[config.mk]
export PLATFORM = sky130hd
export DESIGN_NAME = spmv_csr_fetch
export DESIGN_NICKNAME = d
export VERILOG_FILES = /design/src/rtl/spmv_pkg.sv /design/src/rtl/spmv_rowptr_loader.sv /design/src/rtl/spmv_csr_fetch.sv
export SDC_FILE = /design/constraint.sdc
export NUM_CORES = 1
export LEC_CHECK = 0
export ABC_AREA = 1
export BUFFER_PORTS_ARGS = -buffer_cell sky130_fd_sc_hd__buf_2
export CELL_PAD_IN_SITES_DETAIL_PLACEMENT = 0
export CELL_PAD_IN_SITES_GLOBAL_PLACEMENT = 1
export CORE_AREA = 4 4 191 239
export CTS_CLUSTER_SIZE = 25
export DETAILED_ROUTE_END_ITERATION = 10
export DIE_AREA = 0 0 195 243
export PLACE_DENSITY = 0.67
export SLEW_MARGIN = 20
export SYNTH_ARGS = -nofsm -noshare
export SYNTH_HDL_FRONTEND = slang
export SYNTH_SLANG_ARGS = --single-unit
[constraint.sdc]
create_clock -name i_clk -period 4.1 [get_ports i_clk]
set_input_delay 0.41 -clock i_clk [delete_from_list [all_inputs] [get_ports i_clk]]
set_output_delay 0.41 -clock i_clk [all_outputs]
set_load 0.005 [all_outputs]
[src/rtl/spmv_pkg.sv]
// Shared types and sizes for the SpMV CSR operand sequencer.
// Row-pointer bundle is packed so the core sees entry i at [8i +: 8].
package spmv_pkg;
  localparam int N_ROWS = 16;
  localparam int PTR_W  = 8;
  localparam int FP_W   = 16;
  localparam int COL_W  = 4;
  localparam int N_PTR  = N_ROWS + 1;
  localparam int PA_W   = 5;

  typedef enum logic [2:0] {
    IDLE,
    RPTR,
    CHECK,
    START,
    FETCH_VC,
    FETCH_X,
    PRESENT,
    DONE
  } fetch_state_t;

  typedef logic [N_PTR-1:0][PTR_W-1:0] row_ptr_t;
endpackage

[src/rtl/spmv_rowptr_loader.sv]
// Streams the row-pointer array out of RAM into a register bank
// and reports whether it forms a valid CSR prefix-sum.
module spmv_rowptr_loader
  import spmv_pkg::*;
(
  input  logic             clk,
  input  logic             rst,
  input  logic             load,
  input  logic [PTR_W-1:0] ptr_data,
  output logic             ptr_en,
  output logic [PA_W-1:0]  ptr_addr,
  output row_ptr_t         row_ptr,
  output logic             last,
  output logic             ok,
  output logic [PTR_W-1:0] nnz
);
  logic            cap;
  logic [PA_W-1:0] cap_idx;

  always_ff @(posedge clk) begin
    if (rst) begin
      ptr_en   <= 1'b0;
      ptr_addr <= '0;
      cap      <= 1'b0;
      cap_idx  <= '0;
      row_ptr  <= '0;
    end else begin
      // a read issued last cycle has its data on ptr_data now
      cap     <= ptr_en;
      cap_idx <= ptr_addr;
      if (cap) row_ptr[cap_idx] <= ptr_data;
      if (load) begin
        ptr_en   <= 1'b1;
        ptr_addr <= '0;
      end else if (ptr_en) begin
        if (ptr_addr == PA_W'(N_ROWS)) begin
          ptr_en   <= 1'b0;
          ptr_addr <= '0;
        end else begin
          ptr_addr <= ptr_addr + 1'b1;
        end
      end
    end
  end

  assign last = cap && (cap_idx == PA_W'(N_ROWS));
  assign nnz  = row_ptr[N_ROWS];

  always_comb begin
    ok = (row_ptr[0] == '0);
    for (int i = 1; i < N_PTR; i++) begin
      if (row_ptr[i] < row_ptr[i-1]) ok = 1'b0;
    end
  end
endmodule

[src/rtl/spmv_csr_fetch.sv]
// CSR operand sequencer: loads row pointers, then walks every nonzero
// gathering (value, x[col]) pairs for the SpMV core.
module spmv_csr_fetch
  import spmv_pkg::*;
(
  input  logic                   i_clk,
  input  logic                   i_rst,
  input  logic                   i_go,
  output logic                   o_ptr_en,
  output logic [PA_W-1:0]        o_ptr_addr,
  input  logic [PTR_W-1:0]       i_ptr_data,
  output logic                   o_nz_en,
  output logic [PTR_W-1:0]       o_nz_addr,
  input  logic [FP_W-1:0]        i_val_data,
  input  logic [COL_W-1:0]       i_col_data,
  output logic                   o_x_en,
  output logic [COL_W-1:0]       o_x_addr,
  input  logic [FP_W-1:0]        i_x_data,
  output logic [N_PTR*PTR_W-1:0] o_row_ptr,
  output logic                   o_start,
  output logic                   o_valid,
  input  logic                   i_ready,
  output logic [FP_W-1:0]        o_data_a,
  output logic [FP_W-1:0]        o_data_b,
  output logic [PTR_W-1:0]       o_count,
  output logic                   o_busy,
  output logic                   o_done,
  output logic                   o_err
);
  fetch_state_t     state;
  logic [PTR_W-1:0] k;
  logic [PTR_W-1:0] k_nxt;
  logic [PTR_W-1:0] nnz;
  logic [FP_W-1:0]  xq;
  logic             first;
  logic             load;
  logic             last;
  logic             ok;
  row_ptr_t         row_ptr;

  assign load      = (state == IDLE) && i_go;
  assign k_nxt     = k + 1'b1;
  assign o_row_ptr = row_ptr;
  // col index only exists during FETCH_X, so the x address is combinational
  assign o_x_addr  = (state == FETCH_X) ? i_col_data : '0;
  // x arrives in the first PRESENT cycle; hold it afterwards
  assign o_data_b  = first ? i_x_data : xq;

  spmv_rowptr_loader u_loader (
    .clk      (i_clk),
    .rst      (i_rst),
    .load     (load),
    .ptr_data (i_ptr_data),
    .ptr_en   (o_ptr_en),
    .ptr_addr (o_ptr_addr),
    .row_ptr  (row_ptr),
    .last     (last),
    .ok       (ok),
    .nnz      (nnz)
  );

  always_ff @(posedge i_clk) begin
    if (i_rst) begin
      state     <= IDLE;
      k         <= '0;
      xq        <= '0;
      first     <= 1'b0;
      o_start   <= 1'b0;
      o_nz_en   <= 1'b0;
      o_nz_addr <= '0;
      o_x_en    <= 1'b0;
      o_valid   <= 1'b0;
      o_data_a  <= '0;
      o_count   <= '0;
      o_busy    <= 1'b0;
      o_done    <= 1'b0;
      o_err     <= 1'b0;
    end else begin
      o_start   <= 1'b0;
      o_done    <= 1'b0;
      o_nz_en   <= 1'b0;
      o_nz_addr <= '0;
      o_x_en    <= 1'b0;
      first     <= 1'b0;
      if (first) xq <= i_x_data;
      unique case (state)
        IDLE: begin
          if (i_go) begin
            state  <= RPTR;
            o_err  <= 1'b0;
            k      <= '0;
            o_busy <= 1'b1;
          end
        end
        RPTR: begin
          if (last) state <= CHECK;
        end
        CHECK: begin
          if (!ok || nnz == '0) begin
            o_err  <= !ok;
            state  <= DONE;
            o_done <= 1'b1;
            o_busy <= 1'b0;
          end else begin
            state   <= START;
            o_start <= 1'b1;
          end
        end
        START: begin
          state     <= FETCH_VC;
          o_nz_en   <= 1'b1;
          o_nz_addr <= k;
        end
        FETCH_VC: begin
          state  <= FETCH_X;
          o_x_en <= 1'b1;
        end
        FETCH_X: begin
          state    <= PRESENT;
          o_data_a <= i_val_data;
          o_valid  <= 1'b1;
          o_count  <= k;
          first    <= 1'b1;
        end
        PRESENT: begin
          if (i_ready) begin
            o_valid <= 1'b0;
            k       <= k_nxt;
            if (k_nxt == nnz) begin
              state  <= DONE;
              o_done <= 1'b1;
              o_busy <= 1'b0;
            end else begin
              state     <= FETCH_VC;
              o_nz_en   <= 1'b1;
              o_nz_addr <= k_nxt;
            end
          end
        end
        DONE: state <= IDLE;
        default: state <= IDLE;
      endcase
    end
  end
endmodule

==> metrics.md, run 1 <==
| Metric | Value |
|---|---|
| Status | complete, no violations |
| RSZ-0062 raised after global routing | no |
| Layout cells sized above 1 | 18.6% |
| Post-Syn Instances | 1,453 |
| I/O Buffers | 248 |
| Routed WL | 37,500 um |
| Setup WS pre-CTS | 1.73 ns |
| Crit path required time | 3.69 ns |
| Core Area | 43,200 sq um |
| Sinks on Clock Net | 215 |
| WL/cell | 16.6 um |
| CTS tree | done |
| Largest net degree at the start of global routing | 75 |
| Flops & latches, synth | 215 |
| Final clock skew | 0.0161 ns |
| Total setup buffers inserted after CTS | 0 |
| Multi-input logic area | 5410 sq um |
| FF/Latch Area | 4300 sq um |
| R2R Setup Slk | 1.73 ns |
| Net count, final | 1,840 |
| IO Pins | 249 |
| Vias in the first global route | 9,949 |
| Arr. time, crit path | 2.15 ns |
| Antenna-violating nets left | 0 |
| Die area | 47,400 sq um |
| Cell Area, Synth | 10,800 sq um |
| Die width | 195 um |
| CP startpoint kind | flop |
| Resized Gates After CTS | 0 |
| Initial antenna violation count | 0 |
| N_diodes | 0 |
| Reg clk slew, reported paths | 0.06 ns |
| Row count | 85 |
| Setup crit end kind | output port |
| TritonCTS buffer count | 27 |
| FFs w/ async S/R, synth | 0% |
| Tmin final | 2.56 ns |
| # fillers | 4,793 |
| Synth Flop Type | dfxtp_1 |
| Hold-fix buffers, CTS | 0 |
| HPWL after DPL | 28,000 um |
| Worst Hold Class | in -> reg |
| Pwr/cell area | 395 nW/um^2 |
| Mapped Nets | 1,616 |
| Routed vias | 10,098 |
| Crit Path Max Fanout | 17 |
| Peak VDD IR | 0.285 mV |
| Global route total overflow | 0 |
| Setup TNS | 0 ns |
| Longest Clk Path Bufs | 3 |
| Vias per cell | 4.47 |
| P&R area growth vs syn | 24.8% |
| Worst-Margin Slew | 1.02 ns |
| Gpl congestion | 0.862 |
| Final Hold Viols | 0 |
| Syn_area_per_cell | 7.40 sq um |
| EDFF count, synth | 0 |
| Clk root buf | clkbuf_16 |
| Remaining DRCs | 0 |
| DRT iter0 DRCs | 471 |
| Initial core utilization | 24.9% |
| Chip height | 243 um |
| Leakage power | 6.15 nW |
| Max-cap viol count | 0 |
| Max Slew Vio Count | 0 |
| First-pass GRT wire length | 57,500 um |
| CTS H-tree depth | 1 |
| First drt pass iteration count | 4 |
| Skew-Pair Late Insertion Delay | 0.54 ns |
| Max Clk Rate | 391 MHz |
| Post-synthesis cell type count | 34 |
| Post-synthesis sequential area ratio | 40.0% |
| Tcrit/Tclk final | 62.4% |
| Kind of critical path | reg -> out |
| All-Layer GR Usage | 15.2% |
| Final setup viols | 0 |
| Synth warn | 0 |
| Setup ws final | 1.54 ns |
| Slew HR | 31.8% |
-- through the flow --
step	cell area [sq um]	std cells	power, mW	util (%)	hold slack [ns]
3_5_place_dp	12500	2213	2.93	29.0	0.454
3_3_place_gp	12500	2213	2.92	29.0	0.445
4_1_cts	13400	2260	5.40	31.1	0.103
6_report	13400	2260	5.30	31.1	0.136
5_1_grt	13400	2260	5.57	31.1	0.116
2_1_floorplan	10800	1453	2.66	-	0.448
-- report_power, final --
part / internal (mW) / switching, mW / total [mW]
clock: 1.50 / 0.940 / 2.44
combinational: 0.205 / 0.458 / 0.663
sequential: 2.16 / 0.0474 / 2.21
total: 3.86 / 1.45 / 5.30
-- final timing paths --
path,endpoint,startpoint,cells past startpoint
setup reg to reg,o_err,u_loader.row_ptr[31],13
setup / recovery,o_data_b[13],first,4
hold / removal,o_data_a[0],i_val_data[0],3
hold reg to reg,o_data_a[0],o_data_a[0],2
-- placed cells by master (no fill, tap or decap), drive strengths merged --
| master | n |
|---|---|
| inv | 220 |
| o21ai | 158 |
| clkinvlp | 1 |
| nand4 | 7 |
| bufinv | 3 |
| a21oi | 239 |
| nor2 | 101 |
| dfxtp | 215 |
| nor3b | 1 |
| o31a | 1 |
| nand3 | 42 |
| nor3 | 14 |
| xnor2 | 2 |
| xor2 | 7 |
| clkinv | 6 |
| a31oi | 1 |
| a31o | 1 |
| or2 | 1 |
| ha | 115 |
| clkbuf | 38 |
| buf | 253 |
| a211oi | 3 |
| o211ai | 2 |
| o21a | 15 |
| nand2 | 247 |
| nor4 | 2 |
-- cells by family (layout without fill, tap and decap cells) --
family,after synthesis,after routing,synth area share [%]
AOI/OAI and AO/OA,420,420,20.2
xor gates and xnor gates,9,9,0.733
adders and majority gates,115,115,13.4
buffers and inverters,279,521,9.73
DFF,215,215,40.0
and+or+nand+nor,415,415,16.0
-- metal layers --
metal | up-vias | GRT usage (%) | part of all wire, %
met1 | 4571 | 18.0 | 43
met5 | - | 0 | 0
li1 | 5209 | - | -
met2 | 271 | 26.9 | 48
met4 | 0 | 3.78 | 2.2
met3 | 47 | 4.30 | 7.3
-- critical path: stages, from the launching register on --
cell and delay (ns):
dfxtp_1 0.73, inv_1 0.45, nand2_1 0.19, nand2_1 0.08
buf_2 0.13
-- cell usage after synthesis (3+ instances only) --
master      n  area (sq um)
a211oi_1    3          22.5
nand2_2     3          18.8
clkbuf_1   52           195
inv_2       5          18.8
o21a_1     15           113
nand4_1     6          37.5
ha_1      115          1440
nor2_1     97           364
a21oi_1   237          1190
o21ai_0   155           776
nand3_1    41           205
xor2_1      7          61.3
nor2_4      3          33.8
nand2_1   244           916
inv_1     215           807
dfxtp_1   215          4300
buf_1       6          22.5
nor3_1     12          60.1
-- flip-flops by register name (all words and copies together) (netlist names), 3 cells and up --
signal,flops
u_loader.row_ptr,128
o_data_a,16
xq,16
k,8
o_count,8
o_nz_addr,8
u_loader.nnz,8
u_loader.cap_idx,5
u_loader.ptr_addr,5
state,3
-- area by class of cell --
type,count,share of cell area [%]
multi-input cells,959,40.3
clock inverters,9,0.913
repair buffers,253,9.52
clock buffers,38,5.79
flip-flops and latches,215,32.1
inverters,221,6.19
well taps,565,5.26
(Power assumes the default switching activity.)
==> run 2, diff against run 1 <==
Settings changed: PLACE_DENSITY 0.67 to 0.69.
Clock period 4.1 ns to 2.35 ns, I/O delays scaled along.
==> metrics.md, run 2 (synthesized netlist as in run 1, its figures left out) <==
| Metric | Value |
|---|---|
| Sinks on Clock Net | 215 (unchanged) |
| Max Clk Rate | 456 MHz |
| Crit path required time | 2.83 ns (was 3.69 ns) |
| CP delay by family, top | compound AO/OA/AOI/OAI gates (was flip-flops) |
| Setup ws final | 0.159 ns (was 1.54 ns) |
| Worst-Margin Slew | 0.652 ns (was 1.02 ns) |
| Antenna-violating nets left | 0 (unchanged) |
| Routed WL | 38,200 um (was 37,500 um) |
| Tmin final | 2.19 ns |
| Largest net degree at the start of global routing | 60 (was 75) |
| P&R area growth vs syn | 29.2% (was 24.8%) |
| Gpl congestion | 0.823 (was 0.862) |
| Critical Path, Cell by Cell | inv_1 -> ha_1 -> nand2_1 -> o21a_1 -> o21ai_1 -> buf_4 -> nand3_1 -> nor2_2 -> nand3_1 -> nand2_1 -> nand3_1 -> a21oi_1 (was inv_1 -> nand2_1 -> nand2_1 -> buf_2) |
| Setup WS pre-CTS | -0.109 ns (was 1.73 ns) |
| Arr. time, crit path | 2.67 ns (was 2.15 ns) |
| Final clock skew | 0.0158 ns (was 0.0161 ns) |
| Most flops, register | u_loader.row_ptr (unchanged) |
| Initial core utilization | 24.9% (unchanged) |
| Max-cap viol count | 0 (unchanged) |
| CP startpoint kind | flop (unchanged) |
| CTS tree | done (unchanged) |
| Peak VDD IR | 0.474 mV (was 0.285 mV) |
| Total setup buffers inserted after CTS | 0 (unchanged) |
| Pwr/cell area | 689 nW/um^2 (was 395 nW/um^2) |
| Net count, final | 1,884 (was 1,840) |
| Chip height | 243 um (unchanged) |
| Vias in the first global route | 10,207 (was 9,949) |
| Fin cells | 2,306 (was 2,260) |
| CP Buf/Inv Count | 2 (unchanged) |
| Worst Hold Class | in -> reg (unchanged) |
| Most frequent cells in the layout | 248 x buf_2, 243 x nand2_1, 237 x a21oi_1 (was 248 x buf_2, 244 x nand2_1, 237 x a21oi_1) |
| Inst Count DP | 2,224 (was 2,213) |
| Slew HR | 56.5% (was 31.8%) |
| Remaining DRCs | 0 (unchanged) |
| WL/cell | 16.6 um (about the same) |
| Routed vias | 10,362 (was 10,098) |
| Setup crit end kind | flop (was output port) |
| Most common cell after layout, fill and taps aside | buf_2 (unchanged) |
| Die width | 195 um (unchanged) |
| TritonCTS buffer count | 28 (was 27) |
| RSZ-0062 raised after global routing | no (unchanged) |
| Skew-Pair Late Insertion Delay | 0.55 ns (was 0.54 ns) |
| Clk root buf | clkbuf_16 (unchanged) |
| Setup TNS | 0 ns (unchanged) |
| Status | complete, no violations (unchanged) |
| First drt pass iteration count | 5 (was 4) |
| Crit Path Max Fanout | 3 (was 17) |
| All-Layer GR Usage | 15.5% (was 15.2%) |
| Max Slew Vio Count | 0 (unchanged) |
| Longest Clk Path Bufs | 3 (unchanged) |
| N_diodes | 0 (unchanged) |
| Layout cells sized above 1 | 19.1% (was 18.6%) |
| Final Hold Viols | 0 (unchanged) |
| Slowest-stage cell, CP | dfxtp_1 (unchanged) |
| CTS H-tree depth | 1 (unchanged) |
| Max FFs per register | 128 (unchanged) |
| DRT iter0 DRCs | 384 (was 471) |
| Kind of critical path | reg -> reg (was reg -> out) |
| Row count | 85 (unchanged) |
| IO Pins | 249 (unchanged) |
| I/O Buffers | 248 (unchanged) |
| Largest registers | u_loader.row_ptr: 128 flops, o_data_a: 16 flops, xq: 16 flops (unchanged) |
| CP max stage delay | 0.36 ns (was 0.73 ns) |
| Reg clk slew, reported paths | 0.06 ns (about the same) |
| Initial antenna violation count | 0 (unchanged) |
| Tcrit/Tclk final | 93.2% |
| Core Area | 43,200 sq um (unchanged) |
| Leakage power | 6.36 nW (was 6.15 nW) |
| Vias per cell | 4.49 (was 4.47) |
| HPWL after DPL | 28,700 um (was 28,000 um) |
| Final setup viols | 0 (unchanged) |
| Most frequent CP cell | nand3_1 (was nand2_1) |
| Die area | 47,400 sq um (unchanged) |
| Global route total overflow | 0 (unchanged) |
| First-pass GRT wire length | 58,500 um (was 57,500 um) |
run 2: changes by cell type in the layout (fill, tap and decap cells not counted), moves of 2 or more:
cell,previous run,this run
clkbuf_16,27,29
buf_4,5,16
dlygate4sd3_1,0,32
nor2_2,1,3
nor2_1,97,95
clkbuf_8,6,3
run 2: report_power, final:
| part | internal (mW) | total [mW] | switching [mW] |
|---|---|---|---|
| registers | 3.77 | 3.86 | 0.0891 |
| clock network | 2.78 | 4.48 | 1.70 |
| logic | 0.408 | 1.23 | 0.825 |
| total | 6.95 | 9.57 | 2.61 |
run 2: layout make-up:
type,count,area (sq um)
Fill cell,4677,29300
Multi-Input combinational cell,959,5420
Sequential cell,215,4300
Timing Repair Buffer,296,1680
Inverter,221,830
Clock buffer,38,790
Tap cell,565,707
Clock inverter,12,169
run 2: tightest hold or removal path, cell delays in order:
cell and delay [ns]:
buf_2 0.10, inv_2 0.12, o21ai_0 0.11, nor2_1 0.05
run 2: final timing paths:
kind,cells after the start,end,slack (ns),start
max,12,o_err,0.16,u_loader.row_ptr[99]
min,4,u_loader.row_ptr[120],0.11,i_rst
max reg2reg,12,o_err,0.16,u_loader.row_ptr[99]
min reg2reg,2,o_data_a[13],0.46,o_data_a[13]
run 2: metal layers:
metal	global-route usage [%]	wire length [um]	share of wire [%]	vias up
met2	27.3	18400	48	315
met1	18.3	15800	41	4679
met3	4.11	2930	7.7	66
met4	4.68	1090	2.8	0
li1	-	-	-	5302
met5	0	0	0	-
run 2: timing repair:
item	CTS	global route
endpoints found under the hold margin	32	0
gates cloned	0	0
resized for setup	2	2
endpoints found under the setup margin	5	3
hold buffers	32	0
run 2: stage by stage:
step	hold slack [ns]	util (%)	area (sq um)	total power, mW
after floorplan	0.398	-	10800	4.64
final	0.109	32.2	13900	9.57
after global placement	0.444	29.2	12600	5.11
after detailed placement	0.450	29.2	12600	5.12
after global routing	0.103	32.2	13900	10.0
after CTS	0.0681	32.2	13900	9.72
